`src/rtl/intc_vec.sv`:
```
// Vectored interrupt controller: synchronised edge detection, maskable pending bits, fixed lowest-index priority.
// Build option INTC_LEVEL_EN adds a TRIGGER register (offset 4) that makes selected channels level-sensitive.
module intc_vec #(
  parameter int                N_IRQ     = 8,
  parameter int                DATA_W    = 8,
  parameter int                ADDR_W    = 16,
  parameter logic [ADDR_W-1:0] BASE_ADDR = 16'hFF00,
  parameter int                ID_W      = (N_IRQ > 1) ? $clog2(N_IRQ) : 1
) (
  input  logic              clk,
  input  logic              reset,
  input  logic [N_IRQ-1:0]  irq_in,
  input  logic              sel,
  input  logic              rd,
  input  logic              wr,
  input  logic [ADDR_W-1:0] dir,
  input  logic [DATA_W-1:0] wdata,
  output logic [DATA_W-1:0] rdata,
  output logic              irq_req,
  input  logic              irq_ack,
  output logic [ID_W-1:0]   irq_id,
  output logic              in_service
);

  // state  | meaning
  // S_IDLE | no request outstanding, waiting for an eligible channel
  // S_REQ  | irq_req high, irq_id frozen until irq_ack
  // S_SVC  | handler running, waiting for an EOI write
  typedef enum logic [1:0] {S_IDLE, S_REQ, S_SVC} state_t;

  localparam logic [ADDR_W-1:0] OFF_PEND = ADDR_W'(0);
  localparam logic [ADDR_W-1:0] OFF_MASK = ADDR_W'(1);
  localparam logic [ADDR_W-1:0] OFF_VEC  = ADDR_W'(2);
  localparam logic [ADDR_W-1:0] OFF_EOI  = ADDR_W'(3);
`ifdef INTC_LEVEL_EN
  localparam logic [ADDR_W-1:0] OFF_TRIG = ADDR_W'(4);
  localparam logic [ADDR_W-1:0] N_WORDS  = ADDR_W'(5);
`else
  localparam logic [ADDR_W-1:0] N_WORDS  = ADDR_W'(4);
`endif

  state_t             r_state, w_state_nxt;
  logic [N_IRQ-1:0]   r_sync1, r_sync2, r_sync_prev;
  logic [N_IRQ-1:0]   r_pend, r_mask;
  logic [ID_W-1:0]    r_irq_id;
  logic [N_IRQ-1:0]   w_edge, w_elig, w_w1c, w_ack_clr, w_pend_nxt;
  logic [ID_W-1:0]    w_win_id;
  logic               w_any;
  logic [ADDR_W-1:0]  w_off;
  logic               w_in_win, w_wr, w_ack_ok;
  logic [DATA_W-1:0]  w_rdata;
`ifdef INTC_LEVEL_EN
  logic [N_IRQ-1:0]   r_trig;
`endif

  assign w_off    = dir - BASE_ADDR;
  assign w_in_win = sel && (w_off < N_WORDS);
  assign w_wr     = w_in_win && wr;
  assign w_edge   = r_sync2 & ~r_sync_prev;
  assign w_elig   = r_pend & r_mask;
  assign w_any    = |w_elig;
  assign w_ack_ok = (r_state == S_REQ) && irq_ack;
  assign w_w1c    = (w_wr && (w_off == OFF_PEND)) ? wdata[N_IRQ-1:0] : '0;

  always_comb begin
    w_ack_clr = '0;
    if (w_ack_ok) w_ack_clr[r_irq_id] = 1'b1;
  end

  // A fresh edge wins over a same-cycle W1C or acknowledge clear.
  always_comb begin
    w_pend_nxt = (r_pend & ~w_w1c & ~w_ack_clr) | w_edge;
`ifdef INTC_LEVEL_EN
    w_pend_nxt = (w_pend_nxt & ~r_trig) | (r_sync2 & r_trig);
`endif
  end

  always_comb begin
    w_win_id = '0;
    for (int i = N_IRQ - 1; i >= 0; i--) begin
      if (w_elig[i]) w_win_id = ID_W'(i);
    end
  end

  always_ff @(posedge clk or negedge reset) begin
    if (!reset) begin
      r_sync1     <= '0;
      r_sync2     <= '0;
      r_sync_prev <= '0;
      r_pend      <= '0;
      r_mask      <= '0;
      r_irq_id    <= '0;
    end else begin
      r_sync1     <= irq_in;
      r_sync2     <= r_sync1;
      r_sync_prev <= r_sync2;
      r_pend      <= w_pend_nxt;
      if (w_wr && (w_off == OFF_MASK)) r_mask <= wdata[N_IRQ-1:0];
      if ((r_state == S_IDLE) && w_any) r_irq_id <= w_win_id;
    end
  end

`ifdef INTC_LEVEL_EN
  always_ff @(posedge clk or negedge reset) begin
    if (!reset) r_trig <= '0;
    else if (w_wr && (w_off == OFF_TRIG)) r_trig <= wdata[N_IRQ-1:0];
  end
`endif

  always_ff @(posedge clk or negedge reset) begin
    if (!reset) r_state <= S_IDLE;
    else        r_state <= w_state_nxt;
  end

  always_comb begin
    w_state_nxt = r_state;
    case (r_state)
      S_IDLE:  if (w_any) w_state_nxt = S_REQ;
      S_REQ:   if (irq_ack) w_state_nxt = S_SVC;
      S_SVC:   if (w_wr && (w_off == OFF_EOI)) w_state_nxt = S_IDLE;
      default: w_state_nxt = S_IDLE;
    endcase
  end

  always_comb begin
    w_rdata = '0;
    if (w_in_win && rd) begin
      case (w_off)
        OFF_PEND: w_rdata[N_IRQ-1:0] = r_pend;
        OFF_MASK: w_rdata[N_IRQ-1:0] = r_mask;
        OFF_VEC:  w_rdata[ID_W-1:0]  = r_irq_id;
`ifdef INTC_LEVEL_EN
        OFF_TRIG: w_rdata[N_IRQ-1:0] = r_trig;
`endif
        default:  w_rdata = '0;
      endcase
    end
  end

  assign rdata      = w_rdata;
  assign irq_req    = (r_state == S_REQ);
  assign in_service = (r_state == S_SVC);
  assign irq_id     = r_irq_id;

endmodule

```
`config.mk`:
```
export PLATFORM = sky130hd
export DESIGN_NAME = intc_vec
export DESIGN_NICKNAME = d
export VERILOG_FILES = /design/src/rtl/intc_vec.sv
export SDC_FILE = /design/constraint.sdc
export NUM_CORES = 1
export LEC_CHECK = 0
export CAP_MARGIN = 20
export CORE_ASPECT_RATIO = 0.7
export CORE_MARGIN = 2
export CORE_UTILIZATION = 44
export CTS_CLUSTER_DIAMETER = 100
export CTS_CLUSTER_SIZE = 24
export DETAILED_ROUTE_END_ITERATION = 8
export GPL_TIMING_DRIVEN = 0
export PLACE_DENSITY = 0.77
export SYNTH_ARGS = -nofsm -noshare
export SYNTH_HDL_FRONTEND = slang
export SYNTH_SLANG_ARGS = --single-unit
```
`constraint.sdc`:
```
create_clock -name clk -period 2.6 [get_ports clk]
set_clock_uncertainty 0.15 [all_clocks]
set_input_delay 0.65 -clock clk [delete_from_list [all_inputs] [get_ports clk]]
set_output_delay 0.65 -clock clk [all_outputs]
set_load 0.01 [all_outputs]
```
==> impl_metrics.env <==
export IMPL_outcome="complete, but fails checks"
export IMPL_violations="setup timing"
export IMPL_p_leak_nw=1.252
export IMPL_netlist_area_um2=1898
export IMPL_r2r_end="r_pend[5]$_DFF_PN0_"
export IMPL_io_pins=51
export IMPL_yosys_warnings=0
export IMPL_critPathMaxStageDelay_ns=0.54
export IMPL_synth_top_area_cell="dfrtp_1"
export IMPL_ir_drop_mv=0.4607
export IMPL_num_antenna_cells=0
export IMPL_die_width_um=82.50
export IMPL_overflow=0
export IMPL_pwr_share_comb=0.101
export IMPL_cp_arrival_ns=1.90
export IMPL_slew_viol_final=0
export IMPL_ctsRootBufferMaster="clkbuf_8"
export IMPL_avgSynthCellArea_um2=11.37
export IMPL_powerDensity_nw_per_um2=468.1
export IMPL_hp_class="in2async"
export IMPL_synthTopCellsByArea="dfrtp_1 59%, mux2_2 4.7%, mux2i_1 4.2%"
export IMPL_htree_levels=2
export IMPL_ys_ff_latch=45
export IMPL_clock_sinks=45
export IMPL_worst_pin_slew_ns=0.7204
export IMPL_hold_viol=0
export IMPL_wl_met1_um=1906
export IMPL_pwr_share_clk=0.347
export IMPL_setup_viol=5
export IMPL_fin_crit_ns=2.703
export IMPL_yosysUniqueCellTypes=31
export IMPL_final_cells=287
export IMPL_fin_tns_setup_ns=-0.4173
export IMPL_cts_buffers=5
export IMPL_finalCritPeriodShare=1.040
export IMPL_cp_slowest_cell="clkdlybuf4s50_1"
export IMPL_drv_cap=0
export IMPL_netlist_top_cells_count="45 x dfrtp_1, 17 x inv_1, 11 x nand2_1"
export IMPL_viasPerCell=5.498
export IMPL_critPathRequiredTime_ns=1.80
export IMPL_cts_reportedPaths_clkPinSlew_ns=0.08
export IMPL_num_vias=1578
export IMPL_grt_usage=0.2040
export IMPL_antenna_found_initial=0
export IMPL_dr_max_layer_used="met4"
export IMPL_start_kind="primary input"
export IMPL_ys_flop_type="dfrtp_1"
export IMPL_r2r_cells=4
export IMPL_path_max_fanout=5
export IMPL_die_h_um=58.95
export IMPL_dr_wl_met2_um=2222
export IMPL_reg2reg_from="r_state[1]$_DFFE_PN0P_"
export IMPL_grt_pass1_wl_um=7251
export IMPL_first_global_vias=1563
export IMPL_rsz0062_at_grt="yes"
export IMPL_wl_per_cell_um=16.44
export IMPL_synthesis_nets=205
export IMPL_cts_tree="done"
export IMPL_layout_setup_ws_ns=-0.1033
export IMPL_wl_um=4717
export IMPL_drt_iter0_markers=138
export IMPL_fin_util=0.6985
export IMPL_start_util=0.4697
export IMPL_post_dp_hpwl_um=3205
export IMPL_cts_buffer_depth=2
export IMPL_synth_cells=167
export IMPL_synth_edf_count=0
export IMPL_async_flop_share=1.000
export IMPL_path_buf_inv=2
export IMPL_postRouteAntennaNets=0
export IMPL_syn2layout_area_growth_pct=48.71
export IMPL_rows=19
export IMPL_met3_length_um=556
export IMPL_rrSetupSlack_ns=0.97
export IMPL_numPortBuffers=49
export IMPL_seq_area_frac_synth=0.5933
export IMPL_drc=0
export IMPL_hold_ws_ns=0.1620
export IMPL_power_internal_w=0.001006
export IMPL_endpoint_kind="output port"
export IMPL_finalPower_w=0.001321
export IMPL_placed_cells=269
export IMPL_die_area_um2=4863
export IMPL_sequentialPowerShare=0.552
export IMPL_crit_chain="clkdlybuf4s50_1 -> nand2_2 -> or2_4 -> nor2_2 -> buf_2"
export IMPL_holdBufCountCts=0
export IMPL_gp_congestion=0.8850
export IMPL_clock_latency_ns=0.29
export IMPL_slew_headroom=0.5186
export IMPL_critPathTopFamily="buffers and inverters"
export IMPL_yosysMostFrequentCell="dfrtp_1"
export IMPL_nets=272
export IMPL_fmax_ghz=0.3699
export IMPL_grt_max_degree=26
export IMPL_core_um2=4041
export IMPL_sw_frac_of_total=0.2388
export IMPL_synth_top_cell_area_share=0.5933
export IMPL_netSwitchingPower_w=0.0003156
export IMPL_drt_pass1_iterations=6
export IMPL_drive_above_1_share=0.3064
export IMPL_crit_type="in2out"
-- registers in the layout (all words and copies together) (netlist names) --
signal       flops
irq_id           3
r_mask           8
r_pend           8
r_sync1          8
r_sync2          8
r_sync_prev      8
r_state          2
-- worst reg2reg max path, delay by kind of cell, from the launching register on --
kind | cells | cell delay, ns
flops | 1 | 0.41
simple gates | 2 | 0.53
compound gates | 2 | 0.42
-- layer usage --
layer	vias up	GRT usage
met2	85	0.3318
li1	734	-
met5	-	0
met1	753	0.2736
met3	6	0.05675
met4	0	0.05152
-- cells by family after synthesis --
group / synth area share
buffers and inverters: 0.03757
muxes: 0.08965
DFF: 0.5933
AOI/OAI and AO/OA: 0.1147
and+or+nand+nor: 0.1648
-- worst max path at each step --
| stage | slack [ns] | start | to | cells after the start |
|---|---|---|---|---|
| 6_report | -0.10 | sel | rdata[7] | 5 |
| 5_1_grt | -0.15 | sel | rdata[7] | 5 |
| 4_1_cts | -0.06 | dir[2] | rdata[7] | 7 |
| 3_5_place_dp | -1.19 | dir[3] | rdata[3] | 6 |
| 3_3_place_gp | -1.18 | dir[3] | rdata[3] | 6 |
| 2_1_floorplan | 0.02 | dir[3] | rdata[3] | 4 |
-- metrics by stage --
step                      instance area [µm²]  setup slack, ns
final                                    2823          -0.1033
after global routing                     2823          -0.1503
after CTS                                2690         -0.05513
after detailed placement                 2476           -1.192
after global placement                   2454           -1.184
after floorplan                          1898          0.02324
-- power by group through the flow --
stage	clock network (W)	registers [W]	logic (W)
3_3_place_gp	0	0.000742	0.000115
2_1_floorplan	0	0.000741	0.0000333
5_1_grt	0.000503	0.000732	0.000146
3_5_place_dp	0	0.000743	0.000122
4_1_cts	0.000470	0.000729	0.000125
6_report	0.000459	0.000729	0.000134
-- area by class of cell --
class	count	area (µm²)
buffer	2	12.51
clock buffer	6	82.58
clock inverter	2	16.27
fill	317	1219
inverter	17	63.81
multi-input combinational	103	885.9
sequential	45	1126
tap	52	65.06
timing repair buffer	60	570.5
-- layout by cell type (no fill, tap or decap), drive strengths merged, types with 9 or more instances in the layout --
cell / instances
buf: 24
clkbuf: 9
clkdlybuf4s50: 25
dfrtp: 45
inv: 18
nand2: 11
nor2: 10
-- timing repair --
item	4_1_cts	5_1_grt
pin swaps	13	9
resized for setup	86	28
setup endpoints to repair	8	16
setup buffers	10	2
Note: power is estimated with default switching activity, not from simulation.
